`src/rtl/multicycle_control_pkg.sv`:
```
// Shared encodings for the multicycle MIPS-style control unit: state set,
// instruction field constants, ALU operation codes and mux select encodings.
package multicycle_control_pkg;

  typedef enum logic [3:0] {
    FETCH    = 4'd0,
    DECODE   = 4'd1,
    MEMADR   = 4'd2,
    MEMRD    = 4'd3,
    MEMWB    = 4'd4,
    MEMWR    = 4'd5,
    RTYPE_EX = 4'd6,
    RTYPE_WB = 4'd7,
    BEQ_EX   = 4'd8,
    ADDI_EX  = 4'd9,
    ADDI_WB  = 4'd10,
    J_EX     = 4'd11
  } state_e;

  localparam logic [5:0] OP_RTYPE = 6'b000000;
  localparam logic [5:0] OP_LW    = 6'b100011;
  localparam logic [5:0] OP_SW    = 6'b101011;
  localparam logic [5:0] OP_BEQ   = 6'b000100;
  localparam logic [5:0] OP_ADDI  = 6'b001000;
  localparam logic [5:0] OP_J     = 6'b000010;

  localparam logic [5:0] FN_ADD = 6'b100000;
  localparam logic [5:0] FN_SUB = 6'b100010;
  localparam logic [5:0] FN_AND = 6'b100100;
  localparam logic [5:0] FN_OR  = 6'b100101;
  localparam logic [5:0] FN_SLT = 6'b101010;

  localparam logic [3:0] ALU_AND = 4'b0000;
  localparam logic [3:0] ALU_OR  = 4'b0001;
  localparam logic [3:0] ALU_ADD = 4'b0010;
  localparam logic [3:0] ALU_SUB = 4'b0110;
  localparam logic [3:0] ALU_SLT = 4'b0111;

  localparam logic [1:0] ALUOP_ADD   = 2'b00;
  localparam logic [1:0] ALUOP_SUB   = 2'b01;
  localparam logic [1:0] ALUOP_FUNCT = 2'b10;

  localparam logic [1:0] SRCB_REG    = 2'b00;
  localparam logic [1:0] SRCB_FOUR   = 2'b01;
  localparam logic [1:0] SRCB_IMM    = 2'b10;
  localparam logic [1:0] SRCB_IMM_SH = 2'b11;

  localparam logic [1:0] PCSRC_ALU    = 2'b00;
  localparam logic [1:0] PCSRC_ALUOUT = 2'b01;
  localparam logic [1:0] PCSRC_JUMP   = 2'b10;

endpackage

```
`src/rtl/multicycle_control_alu_decoder.sv`:
```
// Combinational ALU decoder: selects add/sub directly, or decodes the R-type
// funct field when the FSM requests it.
module alu_decoder
  import multicycle_control_pkg::*;
(
  input  logic [1:0] alu_op,
  input  logic [5:0] funct,
  output logic [3:0] alu_control
);

  always_comb begin
    alu_control = ALU_ADD;
    case (alu_op)
      ALUOP_SUB: alu_control = ALU_SUB;
      ALUOP_FUNCT: begin
        case (funct)
          FN_ADD:  alu_control = ALU_ADD;
          FN_SUB:  alu_control = ALU_SUB;
          FN_AND:  alu_control = ALU_AND;
          FN_OR:   alu_control = ALU_OR;
          FN_SLT:  alu_control = ALU_SLT;
          default: alu_control = ALU_ADD;
        endcase
      end
      default: alu_control = ALU_ADD;
    endcase
  end

endmodule

```
`src/rtl/multicycle_control.sv`:
```
// Moore control FSM for a multicycle MIPS subset (lw, sw, R-type, beq, addi, j).
// Write strobes are forced low while reset is held so an aborted instruction never commits.
module multicycle_control
  import multicycle_control_pkg::*;
(
  input  logic       clk,
  input  logic       reset,
  input  logic [5:0] opcode,
  input  logic [5:0] funct,
  input  logic       zero,
  output logic [3:0] ALU_control,
  output logic       pc_write,
  output logic       ir_write,
  output logic       mem_write,
  output logic       reg_write,
  output logic       i_or_d,
  output logic       reg_dst,
  output logic       mem_to_reg,
  output logic       alu_src_a,
  output logic [1:0] alu_src_b,
  output logic [1:0] pc_src,
  output logic       illegal
);

  state_e     state_q, state_d;
  logic [1:0] alu_op;
  logic       pc_write_c, ir_write_c, mem_write_c, reg_write_c, illegal_c;

  always_ff @(posedge clk) begin
    if (reset) state_q <= FETCH;
    else       state_q <= state_d;
  end

  always_comb begin
    state_d     = FETCH;
    alu_op      = ALUOP_ADD;
    pc_write_c  = 1'b0;
    ir_write_c  = 1'b0;
    mem_write_c = 1'b0;
    reg_write_c = 1'b0;
    illegal_c   = 1'b0;
    i_or_d      = 1'b0;
    reg_dst     = 1'b0;
    mem_to_reg  = 1'b0;
    alu_src_a   = 1'b0;
    alu_src_b   = SRCB_REG;
    pc_src      = PCSRC_ALU;

    case (state_q)
      FETCH: begin
        ir_write_c = 1'b1;
        pc_write_c = 1'b1;
        alu_src_b  = SRCB_FOUR;
        state_d    = DECODE;
      end
      DECODE: begin
        alu_src_b = SRCB_IMM_SH;
        case (opcode)
          OP_LW, OP_SW: state_d = MEMADR;
          OP_RTYPE:     state_d = RTYPE_EX;
          OP_BEQ:       state_d = BEQ_EX;
          OP_ADDI:      state_d = ADDI_EX;
          OP_J:         state_d = J_EX;
          default: begin
            illegal_c = 1'b1;
            state_d   = FETCH;
          end
        endcase
      end
      MEMADR: begin
        alu_src_a = 1'b1;
        alu_src_b = SRCB_IMM;
        state_d   = (opcode == OP_SW) ? MEMWR : MEMRD;
      end
      MEMRD: begin
        i_or_d  = 1'b1;
        state_d = MEMWB;
      end
      MEMWB: begin
        reg_write_c = 1'b1;
        mem_to_reg  = 1'b1;
      end
      MEMWR: begin
        i_or_d      = 1'b1;
        mem_write_c = 1'b1;
      end
      RTYPE_EX: begin
        alu_src_a = 1'b1;
        alu_op    = ALUOP_FUNCT;
        state_d   = RTYPE_WB;
      end
      RTYPE_WB: begin
        reg_write_c = 1'b1;
        reg_dst     = 1'b1;
      end
      // Branch target was computed into ALUOut during DECODE; commit only on equality.
      BEQ_EX: begin
        alu_src_a  = 1'b1;
        alu_op     = ALUOP_SUB;
        pc_src     = PCSRC_ALUOUT;
        pc_write_c = zero;
      end
      ADDI_EX: begin
        alu_src_a = 1'b1;
        alu_src_b = SRCB_IMM;
        state_d   = ADDI_WB;
      end
      ADDI_WB: begin
        reg_write_c = 1'b1;
      end
      J_EX: begin
        pc_write_c = 1'b1;
        pc_src     = PCSRC_JUMP;
      end
      default: state_d = FETCH;
    endcase
  end

  alu_decoder u_alu_decoder (
    .alu_op      (alu_op),
    .funct       (funct),
    .alu_control (ALU_control)
  );

  assign pc_write  = pc_write_c  & ~reset;
  assign ir_write  = ir_write_c  & ~reset;
  assign mem_write = mem_write_c & ~reset;
  assign reg_write = reg_write_c & ~reset;
  assign illegal   = illegal_c   & ~reset;

endmodule

```
`config.mk`:
```
export PLATFORM = sky130hd
export DESIGN_NAME = multicycle_control
export DESIGN_NICKNAME = d
export VERILOG_FILES = /design/src/rtl/multicycle_control_pkg.sv /design/src/rtl/multicycle_control_alu_decoder.sv /design/src/rtl/multicycle_control.sv
export SDC_FILE = /design/constraint.sdc
export NUM_CORES = 1
export LEC_CHECK = 0
export CORE_MARGIN = 2
export CORE_UTILIZATION = 39
export DETAILED_ROUTE_END_ITERATION = 10
export PLACE_DENSITY = 0.88
export SYNTH_ARGS = -nofsm -noshare
export SYNTH_HDL_FRONTEND = slang
export SYNTH_SLANG_ARGS = --single-unit
```
`constraint.sdc`:
```
create_clock -name clk -period 2.2 [get_ports clk]
set_clock_uncertainty 0.05 [all_clocks]
set_input_delay 0.55 -clock clk [delete_from_list [all_inputs] [get_ports clk]]
set_output_delay 0.55 -clock clk [all_outputs]
set_load 0.05 [all_outputs]
```
==> results of run 1 <==
[cells in the mapped netlist, types with 2 or more instances]
master     number  area [µm²]
nor2_1         11       41.29
nand2_1         6       22.52
nor3_1          6       30.03
inv_1           5       18.77
dfxtp_1         4       80.08
nand2b_1        4       25.02
o21ai_0         4       20.02
a21oi_1         3       15.01
a31oi_1         3       18.77
buf_2           3       15.01
ha_1            3       37.54
nand3_1         3       15.01
nor4_1          3       18.77
xor2_1          3       26.28
a2111oi_2       2       30.03
nand3b_1        2       15.01
nor3b_1         2       15.01
[what timing repair did]
item / in CTS
gates resized for setup: 64
endpoints found under the setup margin: 7
hold buffers: 0
setup buffers: 4
pin swaps: 13
[logic make-up after synthesis]
kind of cell | synth area share, %
AO/OA/AOI/OAI | 22.99
XOR/XNOR | 5.646
adder cells (fa/ha/maj) | 6.049
buffers and inverters | 8.468
flip-flops | 12.90
multiplexers | 1.613
other | 0.6043
AND/OR/NAND/NOR | 41.73
[metrics by stage]
step / utilization, % / hold slack [ps] / cell area (µm²)
2_1_floorplan: - / 472.5 / 732.0
3_3_place_gp: 86.13 / 527.8 / 1297
3_5_place_dp: 86.13 / 542.6 / 1297
4_1_cts: 96.26 / 429.5 / 1450
==> results.json, run 1 <==
{
  "place_inst": 149,
  "ys_seq_elements": 4,
  "numCtsBuffers": 3,
  "syn_area_um2": 620.6,
  "ys_types": 38,
  "dieHeight_um": 43.89,
  "status": "aborted with a tool error",
  "seq_area_frac_synth_pct": 12.90,
  "firstError": "[ERROR DPL-0038] Utilization greater than 100%, impossible to legalize",
  "h-tree-depth": 1,
  "grt_max_degree": 13,
  "async_flop_share_pct": 0,
  "boundaryPins": 32,
  "dpl.hpwl_um": 1940,
  "clockRootBuffer": "clkbuf_4",
  "lastStage": "global routing",
  "port-buffer-count": 30,
  "synth_edf_count": 0,
  "start_util_pct": 41.20,
  "die_w_um": 43.89,
  "crit_endpoint": "ALU_control[0]",
  "syn_area_per_cell_um2": 7.052,
  "synthCells": 88,
  "gp_congestion": 0.8425,
  "yosys_most_used_dff": "dfxtp_1",
  "synthesis.nets": 106,
  "dp_slack_ps": -408.3,
  "synth_warnings": 0,
  "rows": 14,
  "worst-ep-kind": "output port",
  "cts.sinks": 4,
  "cts_buffer_depth": 2
}
==> run 2: changes to the inputs <==
--- a/config.mk
+++ b/config.mk
@@ -5,10 +5,10 @@
 export SDC_FILE = /design/constraint.sdc
 export NUM_CORES = 1
 export LEC_CHECK = 0
-export CORE_MARGIN = 2
-export CORE_UTILIZATION = 39
+export CORE_AREA = 2 2 63 65
 export DETAILED_ROUTE_END_ITERATION = 10
-export PLACE_DENSITY = 0.88
+export DIE_AREA = 0 0 65 67
+export PLACE_DENSITY_LB_ADDON = 0.15
 export SYNTH_ARGS = -nofsm -noshare
 export SYNTH_HDL_FRONTEND = slang
 export SYNTH_SLANG_ARGS = --single-unit
==> run 2 against run 1 <==
Compared with the run above:
- the run now ends clean
- synthesized area is the same
- synthesized cell count unchanged
==> results.json, run 2 <==
{
  "track_usage_pct": 10.24,
  "syn_area_per_cell_um2": 7.052,
  "yosysTopAreaCellShare_pct": 12.90,
  "design_area_mm2": 0.001498,
  "cts.sinks": 4,
  "h-tree-depth": 1,
  "finalSetupViolCount": 0,
  "cp-end-kind": "output pin",
  "first_global_vias": 851,
  "rr_startpoint": "state_q[1]",
  "cts_hold_buf": 0,
  "syn_area_um2": 620.6,
  "core-area_mm2": 0.003606,
  "fmax_mhz": 463.4,
  "synthesis.nets": 106,
  "switching_share_pct": 33.27,
  "finalCriticalPeriod_ps": 2158,
  "yosys_most_used_dff": "dfxtp_1",
  "antenna_cells": 0,
  "grt_max_degree": 10,
  "path_class": "register to output pin",
  "yosysMostFrequentCell": "nor2_1",
  "rrSetupSlack_ps": 770,
  "grt_pass1_wl_um": 3532,
  "drt_first_iter_violations": 15,
  "hold_viol": 0,
  "synth_warnings": 0,
  "finalMaxSlewViolations": 0,
  "port-buffer-count": 30,
  "ys_seq_elements": 4,
  "multi_input_area_um2": 686.9,
  "grt_overflow": 0,
  "yosysTopAreaCell": "dfxtp_1",
  "top_layer": "met4",
  "critPathArrivalTime_ps": 1560,
  "power_frac_comb_pct": 44.0,
  "vias": 827,
  "final_common_cell": "buf_4",
  "remaining_drc_errors": 0,
  "regMostFlops": "state_q",
  "numCtsBuffers": 3,
  "seq_area_um2": 92.59,
  "n_fill_cell": 396,
  "reg_top3": "state_q: 4 flops",
  "start_util_pct": 17.21,
  "rows": 22,
  "gp_congestion": 0.6971,
  "power_per_cell_area_mw_per_mm2": 289.1,
  "hp-start": "state_q[1]",
  "async_flop_share_pct": 0,
  "ys_types": 38,
  "dieHeight_um": 67,
  "nNetsFinal": 157,
  "drive_above_1_share_pct": 65.22,
  "hold_class": "register to register",
  "crit_fanout": 4,
  "status": "finished, final reports clean",
  "die-area_mm2": 0.004355,
  "first_pass_iters": 4,
  "whs_ps": 481.9,
  "r2r_end": "state_q[0]",
  "min_to": "state_q[0]",
  "p_seq_share_pct": 17.7,
  "placed_cell_area_mm2": 0.001328,
  "vias_per_cell": 4.446,
  "routed_wl_um": 2175,
  "crit_required_ps": 1600,
  "clkSlewWorstSetupHoldPaths_ps": 30,
  "cts_tree": "built",
  "area_delta_synth_final_pct": 141.3,
  "wl_met1_um": 837,
  "ir_drop_uv": 96.71,
  "p_leak_nw": 0.5719,
  "synth_edf_count": 0,
  "drv_cap": 0,
  "tns_ps": 0,
  "whs_path_depth": 2,
  "final_cell_mix": "buf_4 (20), buf_12 (16), buf_2 (7)",
  "post_drt_wl_per_cell_um": 11.69,
  "synth_area_leaders": "dfxtp_1 (13%), nor2_1 (6.7%), ha_1 (6.0%)",
  "clkLatencyLatePin_ps": 220,
  "crit_path_start_kind": "register",
  "dr_wl_met2_um": 1213,
  "clockRootBuffer": "clkbuf_8",
  "clkPwrFrac_pct": 38.3,
  "fin_crit_sh_pct": 98.10,
  "yosys-top-cells-count": "nor2_1 (11), nand2_1 (6), nor3_1 (6)",
  "cts_buffer_depth": 2,
  "dr_wl_met3_um": 105,
  "largest_register_ffs": 4,
  "total_power_mw": 0.4330,
  "die_w_um": 65,
  "dpl.hpwl_um": 1705,
  "grt_setup_unrepaired": "yes",
  "p_sw_mw": 0.1441,
  "boundaryPins": 32,
  "synthCells": 88,
  "reg2reg_depth": 5,
  "p_int_mw": 0.2890,
  "antenna_found_initial": 0,
  "seq_area_frac_synth_pct": 12.90,
  "drtAntennaViolNets": 0
}
-- run 2: cell counts after synthesis --
No cell type changed its count.
-- run 2: per-stage QoR --
| stage | setup slack (ps) | util [%] | cells |
|---|---|---|---|
| after CTS | 2.220 | 39.63 | 184 |
| after global routing | -9.407 | 41.53 | 186 |
| final | 41.81 | 41.53 | 186 |
| after global placement | -325.8 | 36.81 | 178 |
| after floorplan | -88.38 | - | 88 |
| after detailed placement | -377.0 | 36.81 | 178 |
-- run 2: cell families (layout without fill, tap and decap cells) --
| family | after synthesis | after routing | synth area share, % |
|---|---|---|---|
| other cells | 1 | 1 | 0.6043 |
| fa+ha+maj | 3 | 3 | 6.049 |
| xor+xnor | 4 | 4 | 5.646 |
| compound gates | 19 | 19 | 22.99 |
| mux | 1 | 1 | 1.613 |
| buf+inv | 10 | 60 | 8.468 |
| simple gates | 46 | 46 | 41.73 |
| flops | 4 | 4 | 12.90 |
-- run 2: layout make-up --
class	instances	share of cell area, %
multi-input cells	74	45.86
repair buffers	51	39.26
flip-flops and latches	4	6.182
well taps	48	4.010
clock buffers	4	3.008
inverters	5	1.671
-- run 2: how the worst max path moves through the flow --
stage / cells past startpoint / to / startpoint / slack (ps)
3_5_place_dp: 5 / ALU_control[0] / funct[1] / -380
5_1_grt: 6 / ALU_control[1] / state_q[3] / -9
6_report: 6 / ALU_control[1] / state_q[3] / 40
3_3_place_gp: 5 / ALU_control[0] / funct[1] / -330
2_1_floorplan: 5 / ALU_control[0] / state_q[3] / -90
4_1_cts: 6 / alu_src_a / state_q[0] / 2
-- run 2: power by group through the flow --
stage	Combinational, mW	Sequential, mW	Clock (mW)
detailed placement	0.181	0.0795	0
global placement	0.180	0.0795	0
finish	0.191	0.0768	0.166
CTS	0.188	0.0781	0.168
floorplan	0.0919	0.0769	0
global route	0.202	0.0770	0.176
-- run 2: metal layers --
metal  GRT usage (%)  vias up
met3           1.351        2
met2           19.72       21
met4           4.787        0
met1           10.94      389
li1                -      415
met5               0        -
-- run 2: what timing repair did --
action	CTS	global route
setup buffers	2	2
endpoints found under the setup margin	7	6
pin swaps	10	8
resized for setup	59	13
endpoints found under the hold margin	0	0
-- run 2: worst max-delay path, cell delays in order, from the launching register on --
cell      delay [ps]
dfxtp_4          350
nand2b_4         150
nor2_4           150
inv_1            100
ha_4             270
nand3b_1         130
buf_12           180
No activity file was read; power rests on OpenSTA's default activity.
==> run 3: changes to the inputs <==
--- a/config.mk
+++ b/config.mk
@@ -8,7 +8,7 @@
 export CORE_AREA = 2 2 63 65
 export DETAILED_ROUTE_END_ITERATION = 10
 export DIE_AREA = 0 0 65 67
-export PLACE_DENSITY_LB_ADDON = 0.15
+export PLACE_DENSITY = 0.47
 export SYNTH_ARGS = -nofsm -noshare
 export SYNTH_HDL_FRONTEND = slang
 export SYNTH_SLANG_ARGS = --single-unit
==> run 3 against run 2 <==
Compared with the run above:
- wire length increased by 2.2%
- die area unchanged
- cell count increased by 2.7%
- non-clock buffer count increased by 5
- critical path depth increased by 1
- worst hold slack got worse by 75 ps
- combinational power increased by 4%
- largest power group unchanged
- sequential power decreased by 2%
- first-iteration DRC count decreased by 27%
- critical endpoint is now ALU_control[2]
- via count increased by 1.6%
==> results.json, run 3 (same netlist as run 2, synthesis figures left out) <==
{
  "cts.sinks": 4,
  "drv_cap": 0,
  "grt_setup_unrepaired": "yes",
  "first_pass_iters": 3,
  "start_util_pct": 17.21,
  "vias": 840,
  "core-area_mm2": 0.003606,
  "place_inst": 180,
  "port-buffer-count": 30,
  "drtAntennaViolNets": 0,
  "gp_congestion": 0.6991,
  "die_w_um": 65,
  "first_global_vias": 867,
  "cts_tree": "built",
  "final_common_cell": "buf_4",
  "reg_top3": "state_q: 4 flops",
  "cp-end-kind": "output pin",
  "vias_per_cell": 4.398,
  "fin_crit_sh_pct": 98.27,
  "cts_buffer_depth": 2,
  "remaining_drc_errors": 0,
  "area_delta_synth_final_pct": 147.0,
  "p_leak_nw": 0.5838,
  "track_usage_pct": 10.75,
  "h-tree-depth": 1,
  "drive_above_1_share_pct": 66.43,
  "tns_ps": 0,
  "largest_register_ffs": 4,
  "routed_wl_um": 2222,
  "finalSetupViolCount": 0,
  "fmax_mhz": 462.6,
  "clkSlewWorstSetupHoldPaths_ps": 30,
  "grt_pass1_wl_um": 3705,
  "dieHeight_um": 67,
  "ir_drop_uv": 115.5,
  "critPathArrivalTime_ps": 1560,
  "post_drt_wl_per_cell_um": 11.63,
  "dpl.hpwl_um": 1732,
  "cts_hold_buf": 0,
  "clockRootBuffer": "clkbuf_8",
  "antenna_found_initial": 0,
  "hold_viol": 0,
  "crit_required_ps": 1600,
  "power_per_cell_area_mw_per_mm2": 290.6,
  "crit_path_start_kind": "register",
  "boundaryPins": 32,
  "drt_first_iter_violations": 11,
  "finalMaxSlewViolations": 0,
  "nNetsFinal": 162,
  "grt_overflow": 0,
  "finalCriticalPeriod_ps": 2162,
  "antenna_cells": 0,
  "crit_fanout": 3,
  "status": "finished, final reports clean",
  "grt_max_degree": 11,
  "path_class": "register to output pin",
  "final_cell_mix": "buf_4 (24), buf_12 (15), nor2_1 (6), buf_2 (6), buf_6 (5)",
  "rows": 22,
  "numCtsBuffers": 3,
  "die-area_mm2": 0.004355,
  "hold_class": "register to register",
  "n_fill_cell": 370,
  "clkLatencyLatePin_ps": 220,
  "instances_no_fill": 191,
  "regMostFlops": "state_q"
}
-- run 3: repair_timing --
action | 4_1_cts | 5_1_grt
resized for setup | 54 | 19
setup buffers | 6 | 1
pin swaps | 11 | 10
endpoints found under the setup margin | 8 | 7
-- run 3: final cells by class --
class / instances / area, µm² / share of cell area (%)
multi-input combinational: 74 / 689.4 / 44.98
timing repair buffer: 56 / 620.6 / 40.49
sequential: 4 / 92.59 / 6.041
tap: 48 / 60.06 / 3.918
clock buffer: 4 / 45.04 / 2.939
inverter: 5 / 25.02 / 1.633
-- run 3: final timing paths --
path	start	end	slack (ps)	cells past startpoint
min	state_q[3]	state_q[0]	410	1
max reg2reg	state_q[1]	state_q[0]	770	5
min reg2reg	state_q[3]	state_q[0]	410	1
max	state_q[0]	ALU_control[2]	40	7
-- run 3: power breakdown --
| group | switching, mW | internal, mW |
|---|---|---|
| Clock | 0.0463 | 0.124 |
| Sequential | 0.00286 | 0.0726 |
| Combinational | 0.101 | 0.0980 |
| Total | 0.150 | 0.295 |
-- run 3: critical path, cell delays in order (launching register included) --
cell     delay (ps)
dfxtp_2         310
buf_6           120
nor2_4          110
nand2_2          90
ha_4            170
and4b_1         170
o21a_2          230
buf_12          150
-- run 3: through the flow --
step	util [%]	area (µm²)	setup WS (ps)	hold slack, ps	total power [mW]
finish	42.51	1533	38.14	407.1	0.4454
global route	42.51	1533	-14.76	418.4	0.4673
CTS	41.46	1495	-80.02	438.2	0.4481
detailed placement	36.88	1330	-401.2	453.6	0.2624
global placement	36.88	1330	-323.8	445.0	0.2603
floorplan	-	732.0	-88.38	472.5	0.1688
-- run 3: metal layers --
metal,global-route usage [%],up-vias,part of all wire [%]
li1,-,427,-
met2,21.78,25,55
met1,11.47,386,39
met5,0,-,0
met4,4.787,0,1.4
met3,0.1689,2,4.5
